==> src/rtl/settle_pkg.sv <==
// Shared types for the settle engine: controller states and pass evaluation orders.
package settle_pkg;

   typedef enum logic [1:0] {
      IDLE = 2'd0,
      RUN  = 2'd1,
      DONE = 2'd2
   } state_t;

   typedef enum logic {
      PARALLEL = 1'b0,
      ORDERED  = 1'b1
   } mode_t;

endpackage

==> src/rtl/settle_step.sv <==
// One combinational evaluation pass over the channel chain, plus the no-change detect.
module settle_step
   import settle_pkg::*;
#(
   parameter int WIDTH    = 8,
   parameter int CHANNELS = 4
) (
   input  logic [CHANNELS*WIDTH-1:0] cur,
   input  logic [CHANNELS-1:0]       cur_known,
   input  logic [WIDTH-1:0]          src,
   input  logic                      src_known,
   input  logic                      mode,
   output logic [CHANNELS*WIDTH-1:0] nxt,
   output logic [CHANNELS-1:0]       nxt_known,
   output logic                      stable
);

   // Build the next channel vector; unknown channels always carry a zero value.
   always_comb begin
      nxt       = '0;
      nxt_known = '0;
      nxt_known[0]     = src_known;
      nxt[0 +: WIDTH]  = src_known ? src : {WIDTH{1'b0}};
      for (int i = 1; i < CHANNELS; i++) begin
         if (mode_t'(mode) == ORDERED) begin
            nxt_known[i]            = nxt_known[i-1];
            nxt[i*WIDTH +: WIDTH]   = nxt[(i-1)*WIDTH +: WIDTH];
         end else begin
            nxt_known[i]            = cur_known[i-1];
            nxt[i*WIDTH +: WIDTH]   = cur_known[i-1] ? cur[(i-1)*WIDTH +: WIDTH]
                                                     : {WIDTH{1'b0}};
         end
      end
      stable = (nxt == cur) && (nxt_known == cur_known);
   end

endmodule

==> src/rtl/settle_iter.sv <==
// Settle engine: iterates settle_step once per clock until a fixed point or the pass bound.
module settle_iter
   import settle_pkg::*;
#(
   parameter  int WIDTH    = 8,
   parameter  int CHANNELS = 4,
   parameter  int MAX_ITER = 16,
   localparam int ITER_W   = $clog2(MAX_ITER + 1)
) (
   input  logic                      clk,
   input  logic                      rst,
   input  logic                      start_valid,
   output logic                      start_ready,
   input  logic [CHANNELS*WIDTH-1:0] init_val,
   input  logic [CHANNELS-1:0]       init_known,
   input  logic [WIDTH-1:0]          drive,
   input  logic                      mode,
   input  logic                      feedback,
   output logic                      busy,
   output logic                      done_valid,
   input  logic                      done_ready,
   output logic [CHANNELS*WIDTH-1:0] result_val,
   output logic [CHANNELS-1:0]       result_known,
   output logic [ITER_W-1:0]         iter_count,
   output logic                      converged
);

   state_t                    state_r;
   logic [CHANNELS*WIDTH-1:0] val_r;
   logic [CHANNELS-1:0]       known_r;
   logic [WIDTH-1:0]          drive_r;
   logic                      mode_r;
   logic                      feedback_r;
   logic [ITER_W-1:0]         iter_r;
   logic                      conv_r;
   logic                      busy_r;
   logic                      done_r;

   logic [CHANNELS*WIDTH-1:0] init_canon_s;
   logic [WIDTH-1:0]          src_s;
   logic                      src_known_s;
   logic [CHANNELS*WIDTH-1:0] nxt_s;
   logic [CHANNELS-1:0]       nxt_known_s;
   logic                      stable_s;
   logic                      bound_s;

   // Zero the value bits of unknown initial channels so comparisons see one encoding.
   always_comb begin
      init_canon_s = '0;
      for (int i = 0; i < CHANNELS; i++) begin
         if (init_known[i]) begin
            init_canon_s[i*WIDTH +: WIDTH] = init_val[i*WIDTH +: WIDTH];
         end else begin
            init_canon_s[i*WIDTH +: WIDTH] = {WIDTH{1'b0}};
         end
      end
   end

   // Chain source: external drive, or inverted tail when the feedback loop is closed.
   always_comb begin
      if (feedback_r) begin
         src_s       = ~val_r[(CHANNELS-1)*WIDTH +: WIDTH];
         src_known_s = known_r[CHANNELS-1];
      end else begin
         src_s       = drive_r;
         src_known_s = 1'b1;
      end
   end

   settle_step #(
      .WIDTH    (WIDTH),
      .CHANNELS (CHANNELS)
   ) u_step (
      .cur       (val_r),
      .cur_known (known_r),
      .src       (src_s),
      .src_known (src_known_s),
      .mode      (mode_r),
      .nxt       (nxt_s),
      .nxt_known (nxt_known_s),
      .stable    (stable_s)
   );

   assign bound_s = ((iter_r + ITER_W'(1)) == ITER_W'(MAX_ITER));

   // Controller FSM with the channel registers, pass counter and result flags.
   always_ff @(posedge clk) begin
      if (rst) begin
         state_r    <= IDLE;
         val_r      <= '0;
         known_r    <= '0;
         drive_r    <= '0;
         mode_r     <= 1'b0;
         feedback_r <= 1'b0;
         iter_r     <= '0;
         conv_r     <= 1'b0;
         busy_r     <= 1'b0;
         done_r     <= 1'b0;
      end else begin
         case (state_r)
            IDLE: begin
               if (start_valid) begin
                  val_r      <= init_canon_s;
                  known_r    <= init_known;
                  drive_r    <= drive;
                  mode_r     <= mode;
                  feedback_r <= feedback;
                  iter_r     <= '0;
                  conv_r     <= 1'b0;
                  busy_r     <= 1'b1;
                  state_r    <= RUN;
               end
            end
            RUN: begin
               iter_r  <= iter_r + ITER_W'(1);
               val_r   <= nxt_s;
               known_r <= nxt_known_s;
               // A stable pass wins even when it is also the last allowed one.
               if (stable_s) begin
                  conv_r  <= 1'b1;
                  busy_r  <= 1'b0;
                  done_r  <= 1'b1;
                  state_r <= DONE;
               end else if (bound_s) begin
                  conv_r  <= 1'b0;
                  busy_r  <= 1'b0;
                  done_r  <= 1'b1;
                  state_r <= DONE;
               end
            end
            DONE: begin
               if (done_ready) begin
                  done_r  <= 1'b0;
                  state_r <= IDLE;
               end
            end
            default: begin
               busy_r  <= 1'b0;
               done_r  <= 1'b0;
               state_r <= IDLE;
            end
         endcase
      end
   end

   assign start_ready  = (state_r == IDLE) && !rst;
   assign busy         = busy_r;
   assign done_valid   = done_r;
   assign result_val   = val_r;
   assign result_known = known_r;
   assign iter_count   = iter_r;
   assign converged    = conv_r;

endmodule

==> config.mk <==
export PLATFORM = sky130hd
export DESIGN_NAME = settle_iter
export DESIGN_NICKNAME = d
export VERILOG_FILES = /design/src/rtl/settle_pkg.sv /design/src/rtl/settle_step.sv /design/src/rtl/settle_iter.sv
export SDC_FILE = /design/constraint.sdc
export NUM_CORES = 1
export LEC_CHECK = 0
export CELL_PAD_IN_SITES_DETAIL_PLACEMENT = 1
export CELL_PAD_IN_SITES_GLOBAL_PLACEMENT = 2
export CORE_ASPECT_RATIO = 0.6
export CORE_MARGIN = 2
export CORE_UTILIZATION = 27
export CTS_CLUSTER_DIAMETER = 50
export CTS_CLUSTER_SIZE = 20
export DETAILED_ROUTE_END_ITERATION = 16
export GPL_ROUTABILITY_DRIVEN = 0
export GPL_TIMING_DRIVEN = 0
export PLACE_DENSITY_LB_ADDON = 0.1
export SLEW_MARGIN = 20
export SYNTH_ARGS = -nofsm -noshare
export SYNTH_HDL_FRONTEND = slang
export SYNTH_HIERARCHICAL = 1
export SYNTH_SLANG_ARGS = --single-unit
==> constraint.sdc <==
create_clock -name clk -period 3.7 [get_ports clk]
set_input_delay 0.74 -clock clk [delete_from_list [all_inputs] [get_ports clk]]
set_output_delay 0.74 -clock clk [all_outputs]
set_load 0.05 [all_outputs]
# After elaboration in Yosys (flattened, before gate mapping)
# Cells that the tools add are included.
# classes
n_addsub,1
eq_ne,8
muxes,38
n_bitwise,3
n_reduce_logical,11
# op_table
cell,n
2-to-1 mux 8 bit,12
case mux 32 bit (2 select lines),1
== test 32 bit,1
2-to-1 mux 32 bit,1
2-to-1 mux 1 bit,12
AND reduction 3 bit,4
case mux 5 bit (2 select lines),1
2-to-1 mux 2 bit,4
inverter 8 bit,1
case mux 4 bit (2 select lines),1
case mux 1 bit (3 select lines),2
case mux 2 bit (3 select lines),1
adder 5 x 1 -> 5 bit (second input constant),1
== test 5 bit (second input constant),1
2-to-1 mux 5 bit,1
== test 4 bit,1
2-to-1 mux 4 bit,1
!= test 2 bit (second input constant),2
AND reduction 2 bit,2
!= test 3 bit (second input constant),1
== test 2 x 1 -> 1 bit (second input constant),1
== test 2 bit (second input constant),1
logical AND 1 bit,2
zero test 2 bit,1
other kinds (4),5
# word_totals
ff_bits,56
input_bits,50
out_inout_bits,45
word_cells,71

# Logic depth before layout (Yosys ltp)
# Gate-level depths: netlist of run 1.
# logic_depth
ltp_word,10
depth_mapped,14
ltp_nobuf,11

# Hierarchy
# Netlist of run 1, hierarchy kept.
# by_module_without_submodules
mod,n_inst,cells_per_inst,area_per_inst_um2,seq_area_each_um2
settle_iter,1,377,2777.7,1121.1
settle_step,1,141,935.9,0.0

# Worst setup path after synthesis of run 1
# OpenSTA, ideal clock, no wires.
# synth_path
kind,input to output
startpoint,input port rst
endpoint,output port start_ready
arrival_time_ns,1.977
required_ns,2.960
slack_ns,0.983
stages,2
path_buffers,1
path_cell_list,clkbuf_1 > nor3_1
# synth_via
elab_chain_cells,2
# synth_lines
item,line_no,source
"start, declared",settle_iter.sv:11,"input logic rst,"
zero test 1 bit,settle_iter.sv:146,assign start_ready = (state_r == IDLE) && !rst;
logical AND 1 bit,settle_iter.sv:146,
"end, declared",settle_iter.sv:13,"output logic start_ready,"
# No other way between the ends.

# Worst setup path in the final report of run 1
# layout_path
startpoint,register feedback_r
endpoint,register done_r (netlist: done_valid)
# layout_via
elab_chain_cells,9
elab_cells_between_ends,16
classes_between,eq/ne (3); mux (11); reduce/logical (2)
# layout_lines
item,line_no,source
"start, declared",settle_iter.sv:33,logic feedback_r;
"start signal, assigned",settle_iter.sv:107,feedback_r <= feedback;
2-to-1 mux 8 bit (*),settle_iter.sv:61,if (feedback_r) begin
net src_s[4],settle_iter.sv:40,logic [WIDTH-1:0] src_s;
2-to-1 mux 8 bit (*),settle_step.sv:23,nxt[0 +: WIDTH] = src_known ? src : {WIDTH{1'b0}};
2-to-1 mux 8 bit (3 in a row),settle_step.sv:25,if (mode_t'(mode) == ORDERED) begin
== test 32 bit (*),settle_step.sv:34,stable = (nxt == cur) && (nxt_known == cur_known);
logical AND 1 bit (*),settle_step.sv:34,
net stable_s,settle_iter.sv:44,logic stable_s;
!= test 3 bit (no source line) or 2-to-1 mux 1 bit (tied branches),-,
AND reduction 3 bit (no source line) or case mux 1 bit (3 select lines) (tied branches),-,
"end signal, assigned",settle_iter.sv:98,done_r <= 1'b0;
"end signal, assigned",settle_iter.sv:122,done_r <= 1'b1;
"end signal, assigned",settle_iter.sv:127,done_r <= 1'b1;
"end, declared",settle_iter.sv:37,logic done_r;
# Mark *: on every way through the listed nets, which the timed path passes. The rest lies on a longest branch.
# A chain may end at the register's enable or synchronous reset.

==> metrics, run 1 <==
Initial DRT Pass Iterations 5; clock-pin slew reported for the worst setup and hold paths after clock tree synthesis 0.07 ns; number of fill cells in the layout approximately 1.7k; Post-Place Setup Slack 0.0310 ns; power density relative to cell area about 370 mW/mm^2; number of warning messages in the yosys log 6; depth of the worst register-to-register path 13; cell accounting for the most synthesized area sky130_fd_sc_hd__dfxtp_1; number of global-route vias before repair approximately 4.3k; Final Hold Violating Endpoints 0; #FFs+latches synth 56; post-route cell area roughly 0.0050 sq mm; routed vias 4194; Max Clk Rate between 0.2 and 0.3 GHz; capture instance of the worst register-to-register path done_valid$_SDFFE_PP0P_; Top cell by count, worst path sky130_fd_sc_hd__a21oi_1; clock latency reported for the late side of the worst-skew pair 0.30 ns; share of the synthesized area in the top cell type 0.302; endpoint required time on the critical path about 4.0 ns; standard-cell row count 33; summed instance area of the synthesized netlist 0.00371 sq mm; hold bufs inserted after CTS 0; total power consumption of the routed design ~0.0018 W; Worst Setup EP done_valid$_SDFFE_PP0P_; type of the worst setup path reg -> reg; leakage power figure around 1.9 nW; Gate Count Post-Synth ~520; CTS H-Tree Depth 2; least setup slack across all paths after layout 0.336 ns; effective utilization at floorplan 0.274; total grt overflow 0; largest cells by area after synthesis sky130_fd_sc_hd__dfxtp_1, sky130_fd_sc_hd__a21oi_1, sky130_fd_sc_hd__nand4b_1; Min-Delay Path Class reg -> reg; area enclosed by the die boundary between 0.01 and 0.015 sq mm; # clock sinks 56; initial antenna violation count 0; worst rel slew slack 0.541; startpoint type of the worst setup path flop; area after detailed placement around 0.0048 sq mm; cells along the critical path clkbuf_1 > clkbuf_2 > nor2_1 > a21oi_1 > xnor2_1 > a41oi_1 > a211o_1 > nor4_2 > nand4_1 > nor3_4 > a21oi_1 > o21ai_0 > and3b_1; clock buffers created by TritonCTS 5; fraction of the cycle the final worst path needs 0.909; aggregate negative setup slack 0 ns; worst-case clock skew 0.00461 ns; die extent in x 155 microns; DRC violation total after the first TritonRoute iteration about 270; clock tree root driver cell sky130_fd_sc_hd__clkbuf_16; setup repair after global routing missed its margin false; sum of routed wire length over all layers 15800 microns; per-instance average area after synthesis 7.17 sq um; share of post-route cells with drive strength above 1 0.0797; worst-case register-to-register setup slack about 0.34 ns; Worst EP arrival approximately 3.6 ns; clock buffer depth 2; Max FO, Critical Path 10; largest stage delay on the critical path 0.53 ns; post-synthesis sequential area ratio 0.302; overall fraction of global-route tracks in use 0.222; measured slew at the worst slew-check pin between 0.6 and 0.7 ns; worst-path cell with the longest stage delay sky130_fd_sc_hd__a21oi_1; DRC Markers 0; ratio of routed vias to standard cells 5.31; final-stage net count about 670; first-pass GRT wire length 24600 microns; HPWL Detailed around 12000 microns; synthesis-to-layout area growth 34.8%; Distinct cells, synth 51; Die Y 94.8 microns; largest voltage drop on the vdd net 0.191 mV; source of the critical timing path feedback_r$_SDFFE_PP0P_; Worst R2R Start feedback_r$_SDFFE_PP0P_; sequential cell area about 0.0011 sq mm; post-detailed-route count of antenna-violating nets 0; IO Pins 95; Core Util, Final 0.370; TritonCTS clock tree built; status complete, no violations; area occupied by multi-input gates 0.00231 sq mm; Top delay family on crit path compound AO/OA/AOI/OAI gates; count of final max-slew check failures 0; # setup viols final 0; number of buffer and inverter instances along the worst setup path 2; max-capacitance violation count 0; largest net degree at the start of global routing 17; Synthesized Nets approximately 570; cell count along the critical path 13; Floorplan Core Area ~0.014 sq mm; number of buffers added on ports 89; WL per Instance around 20 microns; critical path endpoint category flop; crit path time final 3.36 ns; diode insertion count for antenna repair 0
-- metrics by stage --
step	hold WS [ns]	std cells
5_1_grt	0.491	790
6_report	0.461	790
3_3_place_gp	0.450	782
2_1_floorplan	0.436	518
4_1_cts	0.462	790
3_5_place_dp	0.451	782
-- registers in the layout, indices dropped and copies added, names as in the netlist --
name,count
done_valid,1
feedback_r,1
mode_r,1
iter_count,5
result_val,32
drive_r,8
converged,1
state_r,2
result_known,4
busy,1
-- power breakdown --
| part | internal, W | switching, W | leakage [nW] |
|---|---|---|---|
| Combinational | 0.000231 | 0.000362 | 1.37 |
| Clock | 0.000320 | 0.000235 | 0.0808 |
| Sequential | 0.000637 | 0.0000539 | 0.457 |
-- cells in the mapped netlist, drive strengths merged --
cell type / number
o221a: 4
nand4b: 33
a41oi: 1
inv: 19
o22ai: 3
nand2: 70
o31ai: 2
or3: 3
o32ai: 1
mux2i: 2
nor2b: 4
and3b: 1
a211oi: 2
o211ai: 2
o21bai: 1
nand2b: 3
nor2: 58
and2: 9
xor2: 10
nor4: 6
o21ai: 7
buf: 26
and3: 3
nor3: 3
a21oi: 112
xnor2: 14
a211o: 1
or2: 3
ha: 1
or4: 2
a22o: 10
nor3b: 4
clkbuf: 21
nand3: 5
dfxtp: 56
nand4: 4
and4b: 1
a31o: 2
a22oi: 5
nand3b: 2
nor4bb: 2
-- routing by layer --
| metal | global-route usage | share of wire | vias up | wire length [microns] |
|---|---|---|---|---|
| li1 | - | - | 2010 | - |
| met1 | 0.329 | 0.52 | 2048 | 8290 |
| met2 | 0.334 | 0.42 | 126 | 6570 |
| met3 | 0.0395 | 0.053 | 10 | 832 |
| met4 | 0.0443 | 0.0080 | 0 | 126 |
| met5 | 0 | 0 | - | 0 |
-- cell families after synthesis --
kind of cell,share of synthesized area
buffers and inverters,0.0805
xor gates and xnor gates,0.0566
and+or+nand+nor,0.307
DFF,0.302
AOI/OAI and AO/OA,0.245
adders and majority gates,0.00337
muxes,0.00539
-- worst min path at each step --
stage | from | endpoint | slack, ns | cells past startpoint
after global placement | drive_r[2]$_SDFFE_PP0P_ | drive_r[2]$_SDFFE_PP0P_ | 0.45 | 2
after detailed placement | drive_r[6]$_SDFFE_PP0P_ | drive_r[6]$_SDFFE_PP0P_ | 0.45 | 2
final | drive_r[2]$_SDFFE_PP0P_ | drive_r[2]$_SDFFE_PP0P_ | 0.46 | 2
after global routing | drive_r[6]$_SDFFE_PP0P_ | drive_r[6]$_SDFFE_PP0P_ | 0.49 | 2
after CTS | drive_r[6]$_SDFFE_PP0P_ | drive_r[6]$_SDFFE_PP0P_ | 0.46 | 2
after floorplan | drive_r[0]$_SDFFE_PP0P_ | drive_r[0]$_SDFFE_PP0P_ | 0.44 | 2
-- placed cells by master (no fill, tap or decap), types with 4 or more instances in the layout --
cell type	n
sky130_fd_sc_hd__xor2_1	10
sky130_fd_sc_hd__nand3_1	5
sky130_fd_sc_hd__xnor2_1	14
sky130_fd_sc_hd__nor2b_1	4
sky130_fd_sc_hd__a22o_1	10
sky130_fd_sc_hd__and2_1	8
sky130_fd_sc_hd__a21oi_1	109
sky130_fd_sc_hd__o221a_2	4
sky130_fd_sc_hd__nor4_1	5
sky130_fd_sc_hd__nand4_1	4
sky130_fd_sc_hd__inv_1	19
sky130_fd_sc_hd__clkdlybuf4s50_1	89
sky130_fd_sc_hd__buf_2	17
sky130_fd_sc_hd__o21ai_0	5
sky130_fd_sc_hd__clkbuf_1	22
sky130_fd_sc_hd__dfxtp_1	56
sky130_fd_sc_hd__nor2_1	58
sky130_fd_sc_hd__clkbuf_16	5
sky130_fd_sc_hd__nand4b_1	33
sky130_fd_sc_hd__nand2_1	70
-- cell type report --
cell class,instances,share of cell area
clock inverter,2,0.00700
timing repair buffer,89,0.178
tap,175,0.0438
multi-input combinational,396,0.462
sequential,56,0.224
buffer,47,0.0458
inverter,19,0.0142
clock buffer,6,0.0258
-- timing repair --
item                                    in CTS  in global routing
endpoints found under the setup margin       0                  5
resized for setup                            0                  4
setup buffers                                0                  0
-- worst min-delay path, cell delays in order, from the launching register on --
cell and delay [ns]:
sky130_fd_sc_hd__dfxtp_1 0.31, sky130_fd_sc_hd__nand2_1 0.05, sky130_fd_sc_hd__a21oi_1 0.05
No activity file was read; power rests on OpenSTA's default activity.
==> run 2, diff against run 1 <==
GPL_TIMING_DRIVEN = unset   (was 0)
==> metrics, run 2 (synthesized netlist as in run 1, its figures left out) <==
status complete, no violations; sum of routed wire length over all layers 15000 microns (-5.4%); number of buffers added on ports 94 (+5.6%); post-detailed-route count of antenna-violating nets 0 (unchanged); fraction of the cycle the final worst path needs 0.856 (-0.0532); IO Pins 95 (unchanged); cells along the critical path inv_1 > nand2_1 > and2_4 > a22oi_2 > xnor2_1 > nor4_1 > nand4_1 > nor3_2 > a21oi_1 > o21ai_0 > and3b_1; largest voltage drop on the vdd net 0.165 mV (-13%); met2 wire len 6020 microns (-8.3%); Seq pwr share 0.380 (+0.004); total grt overflow 0 (unchanged); combinational fraction of design power 0.311 (-0.011); largest stage delay on the critical path 0.49 ns (-0.04 ns); sw frac 0.353 (-0.00113); most common cell after layout, fill and taps aside sky130_fd_sc_hd__a21oi_1; worst-case clock skew 0.00901 ns (+0.00440 ns); max-capacitance violation count 0 (unchanged); hold bufs inserted after CTS 0 (unchanged); TritonCTS clock tree built; final-stage net count 637 (-4.2%); number of fill cells in the layout 1663 (-0.60%); top library cells by usage in the layout, fill and taps aside sky130_fd_sc_hd__a21oi_1, sky130_fd_sc_hd__clkdlybuf4s50_1, sky130_fd_sc_hd__nand2_1; Worst EP arrival 3.42 ns (-0.19 ns); effective utilization at floorplan 0.274 (unchanged); Floorplan Core Area 0.0135 sq mm (unchanged); post-cts repair resize count 0 (unchanged); number of buffer and inverter instances along the worst setup path 1 (-1); Top delay family on crit path simple AND/OR/NAND/NOR gates; CTS H-Tree Depth 2 (unchanged); endpoint required time on the critical path 3.95 ns (about the same); Max FO, Critical Path 24 (+14); Max Clk Rate 0.316 GHz (+6.2%); DRC violation total after the first TritonRoute iteration 203 (-25%); top layer in use met4; clock-pin slew reported for the worst setup and hold paths after clock tree synthesis 0.08 ns (about the same); standard-cell row count 33 (unchanged); clock buffer depth 2 (unchanged); measured slew at the worst slew-check pin 0.774 ns (+0.0858 ns); diode insertion count for antenna repair 0 (unchanged); routed length on met3 592 microns (-29%); NetSw 0.000645 W (-0.84%); area enclosed by the die boundary 0.0147 sq mm (unchanged); Clock power frac 0.310 (+0.008); crit path time final 3.17 ns (-0.197 ns); Hold WS 0.463 ns (+0.00261 ns); ratio of routed vias to standard cells 5.32 (+0.24%); routed vias 4055 (-3.3%); setup repair after global routing missed its margin false; worst-path cell with the longest stage delay sky130_fd_sc_hd__nand2_1; clock buffers created by TritonCTS 5 (unchanged); Final Hold Violating Endpoints 0 (unchanged); number of global-route vias before repair 4009 (-5.8%); leakage power figure 1.86 nW (-2.6%); Die Y 94.8 microns (unchanged); initial antenna violation count 0 (unchanged); Initial DRT Pass Iterations 4 (-1); die extent in x 155 microns (unchanged); type of the worst setup path reg -> reg; power density relative to cell area 372 mW/mm^2 (+1.3%); metal1 wirelength 8250 microns (-0.53%); HPWL Detailed 10700 microns (-13%); Min-Delay Path Class reg -> reg; clock tree root driver cell sky130_fd_sc_hd__clkbuf_16; clock latency reported for the late side of the worst-skew pair 0.31 ns (about the same); worst rel slew slack 0.484 (-0.0569); number of flip-flops under the largest register name 32 (unchanged); startpoint type of the worst setup path flop; aggregate negative setup slack 0 ns (unchanged); count of final max-slew check failures 0 (unchanged); # clock sinks 56 (unchanged); critical path endpoint category flop; WL per Instance 19.6 microns (-1.9%); largest net degree at the start of global routing 81 (+64); synthesis-to-layout area growth 32.3%; Int Power 0.00118 W (-0.35%); overall fraction of global-route tracks in use 0.204 (-0.0173); share of post-route cells with drive strength above 1 0.0698 (-0.00983); DRC Markers 0 (unchanged); # setup viols final 0 (unchanged); number of buffers inserted to repair setup after CTS 0 (unchanged); first-pass GRT wire length 23300 microns (-5.2%)
==> run 2: routing by layer <==
metal / up-vias / global-route usage
met5: - / 0
met4: 0 / 0.0336
met3: 10 / 0.0363
met2: 81 / 0.290
met1: 2010 / 0.320
li1: 1954 / -
==> run 2: tightest hold or removal path, stage by stage (launching register included) <==
cell	delay, ns
sky130_fd_sc_hd__dfxtp_1	0.32
sky130_fd_sc_hd__nand2_1	0.05
sky130_fd_sc_hd__a21oi_1	0.05
==> run 2: metrics by stage <==
| step | cell area, sq um | util | setup slack [ns] | power (W) | std cells |
|---|---|---|---|---|---|
| final | 4910 | 0.363 | 0.533 | 0.00183 | 762 |
| after global routing | 4910 | 0.363 | 0.261 | 0.00191 | 762 |
| after CTS | 4910 | 0.363 | 0.533 | 0.00185 | 762 |
| after detailed placement | 4750 | 0.351 | 0.578 | 0.00128 | 754 |
| after global placement | 4750 | 0.351 | 0.597 | 0.00127 | 754 |
| after floorplan | 3710 | - | 0.983 | 0.00107 | 518 |
==> run 2: layout make-up <==
type,count,area (sq um),share of cell area
well taps,175,219,0.0446
clock inverters,2,35.0,0.00713
flip-flops and latches,56,1120,0.228
multi-input cells,396,2300,0.467
clock buffers,6,129,0.0262
inverters,19,71.3,0.0145
repair buffers,108,1040,0.212
==> run 2: worst paths after layout <==
path                                startpoint                 endpoint  slack [ns]  cells past startpoint
setup / recovery  result_known[3]$_SDFFE_PP0P_  done_valid$_SDFFE_PP0P_        0.53                     11
hold / removal         drive_r[6]$_SDFFE_PP0P_  drive_r[6]$_SDFFE_PP0P_        0.46                      2
setup reg to reg  result_known[3]$_SDFFE_PP0P_  done_valid$_SDFFE_PP0P_        0.53                     11
hold reg to reg        drive_r[6]$_SDFFE_PP0P_  drive_r[6]$_SDFFE_PP0P_        0.46                      2
==> run 2: power groups by stage <==
stage	Clock, W	Combinational (W)	Sequential, W
6_report	0.000566	0.000568	0.000695
5_1_grt	0.000597	0.000616	0.000701
4_1_cts	0.000583	0.000570	0.000694
3_5_place_dp	0	0.000567	0.000708
3_3_place_gp	0	0.000562	0.000708
2_1_floorplan	0	0.000291	0.000775
==> run 3, diff against run 2 <==
MAX_ROUTING_LAYER = met4   (was unset)
==> metrics, run 3 (synthesized netlist as in run 1, its figures left out) <==
Min-Delay Path Class reg -> reg; clock tree root driver cell sky130_fd_sc_hd__clkbuf_16; top library cells by usage in the layout, fill and taps aside sky130_fd_sc_hd__a21oi_1, sky130_fd_sc_hd__clkdlybuf4s50_1, sky130_fd_sc_hd__nand2_1; post-cts repair resize count 0 (unchanged); count of final max-slew check failures 0 (unchanged); worst hold path stage count 2 (unchanged); die extent in x 155 microns (unchanged); ratio of routed vias to standard cells 5.31 (-0.20%); number of buffers inserted to repair setup after CTS 0 (unchanged); post-detailed-route count of antenna-violating nets 0 (unchanged); TritonCTS clock tree built; post-route cell area 0.00491 sq mm (unchanged); depth of the worst register-to-register path 11 (unchanged); Floorplan Core Area 0.0135 sq mm (unchanged); share of post-route cells with drive strength above 1 0.0698 (unchanged); leakage power figure 1.86 nW (unchanged); worst-case register-to-register setup slack 0.57 ns (+0.04 ns); hold bufs inserted after CTS 0 (unchanged); DRC Markers 0 (unchanged); Max Clk Rate 0.320 GHz (+1.2%); Post-Place Setup Slack 0.578 ns (unchanged); capture instance of the worst register-to-register path done_valid$_SDFFE_PP0P_; CTS H-Tree Depth 2 (unchanged); diode insertion count for antenna repair 0 (unchanged); overall fraction of global-route tracks in use 0.211 (+0.00632); number of flip-flops under the largest register name 32 (unchanged); initial antenna violation count 0 (unchanged); worst hold start drive_r[6]$_SDFFE_PP0P_; Max FO, Critical Path 24 (unchanged); Final Hold Violating Endpoints 0 (unchanged); least setup slack across all paths after layout 0.571 ns (+0.0383 ns); number of global-route vias before repair 3992 (-0.42%); status complete, no violations; area enclosed by the die boundary 0.0147 sq mm (unchanged); sum of routed wire length over all layers 14900 microns (-0.13%); synthesis-to-layout area growth 32.3% (unchanged); startpoint type of the worst setup path flop; worst-case clock skew 0.00929 ns (+0.000278 ns); most common cell after layout, fill and taps aside sky130_fd_sc_hd__a21oi_1; # clock sinks 56 (unchanged); clock buffers created by TritonCTS 5 (unchanged); HPWL Detailed 10700 microns (unchanged); total grt overflow 0 (unchanged); aggregate negative setup slack 0 ns (unchanged); crit path time final 3.13 ns (-0.0383 ns); measured slew at the worst slew-check pin 0.757 ns (-0.0170 ns); largest net degree at the start of global routing 81 (unchanged); clock latency reported for the late side of the worst-skew pair 0.31 ns (about the same); Core Util, Final 0.363 (unchanged); Hold Path End drive_r[6]$_SDFFE_PP0P_; number of buffers added on ports 94 (unchanged); Worst R2R Start result_known[3]$_SDFFE_PP0P_; DRC violation total after the first TritonRoute iteration 194 (-4.4%); Initial DRT Pass Iterations 4 (unchanged); worst rel slew slack 0.495 (+0.0114); setup repair after global routing missed its margin false; critical path endpoint category flop; power density relative to cell area 372 mW/mm^2 (-0.16%); total power consumption of the routed design 0.00183 W (-0.16%); # setup viols final 0 (unchanged); standard-cell row count 33 (unchanged); final-stage net count 637 (unchanged); max-capacitance violation count 0 (unchanged); clock-pin slew reported for the worst setup and hold paths after clock tree synthesis 0.08 ns (about the same); first-pass GRT wire length 23300 microns (about the same); area after detailed placement 0.00475 sq mm (unchanged); effective utilization at floorplan 0.274 (unchanged); endpoint required time on the critical path 3.95 ns (about the same); type of the worst setup path reg -> reg; Worst EP arrival 3.38 ns (-0.04 ns); largest voltage drop on the vdd net 0.166 mV (+0.15%); clock buffer depth 2 (unchanged); routed vias 4047 (-0.20%); IO Pins 95 (unchanged); fraction of the cycle the final worst path needs 0.846 (-0.0104); WL per Instance 19.6 microns (-0.13%); Die Y 94.8 microns (unchanged)
==> run 3: routing by layer <==
layer | global-route usage | vias to the layer above | part of all wire
li1 | - | 1952 | -
met1 | 0.321 | 2006 | 0.54
met2 | 0.291 | 81 | 0.41
met3 | 0.0344 | 8 | 0.042
met4 | 0.0336 | 0 | 0.0060
met5 | - | - | 0
==> run 3: worst max-delay path by stage <==
stage | from | endpoint | slack, ns | cells past startpoint
global placement | result_known[2]$_SDFFE_PP0P_ | done_valid$_SDFFE_PP0P_ | 0.60 | 9
floorplan | rst | start_ready | 0.98 | 2
global route | result_known[3]$_SDFFE_PP0P_ | done_valid$_SDFFE_PP0P_ | 0.26 | 11
finish | result_known[3]$_SDFFE_PP0P_ | done_valid$_SDFFE_PP0P_ | 0.57 | 11
CTS | result_known[2]$_SDFFE_PP0P_ | done_valid$_SDFFE_PP0P_ | 0.53 | 9
detailed placement | result_known[2]$_SDFFE_PP0P_ | done_valid$_SDFFE_PP0P_ | 0.58 | 9
==> run 3: layout make-up <==
class	instances	area (sq um)
Multi-Input combinational cell	396	2300
Timing Repair Buffer	108	1040
Clock buffer	6	129
Fill cell	1663	8630
Inverter	19	71.3
Sequential cell	56	1120
Tap cell	175	219
Clock inverter	2	35.0
==> run 3: power by group <==
| group | switching [W] | leakage, nW | internal, W |
|---|---|---|---|
| Sequential | 0.0000570 | 0.458 | 0.000638 |
| Combinational | 0.000342 | 1.32 | 0.000226 |
| Clock | 0.000243 | 0.0808 | 0.000320 |
==> run 3: stage by stage <==
step,cells,hold slack (ns)
floorplan,518,0.436
global placement,754,0.457
detailed placement,754,0.454
CTS,762,0.465
global route,762,0.492
finish,762,0.466
==> run 3: worst max-delay path, stage by stage, from the launching register on <==
cell and delay, ns:
sky130_fd_sc_hd__dfxtp_1 0.43, sky130_fd_sc_hd__inv_1 0.08, sky130_fd_sc_hd__nand2_1 0.49, sky130_fd_sc_hd__and2_4 0.45, sky130_fd_sc_hd__a22oi_2 0.18, sky130_fd_sc_hd__xnor2_1 0.19, sky130_fd_sc_hd__nor4_1 0.34, sky130_fd_sc_hd__nand4_1 0.15
sky130_fd_sc_hd__nor3_2 0.36, sky130_fd_sc_hd__a21oi_1 0.12, sky130_fd_sc_hd__o21ai_0 0.10, sky130_fd_sc_hd__and3b_1 0.16
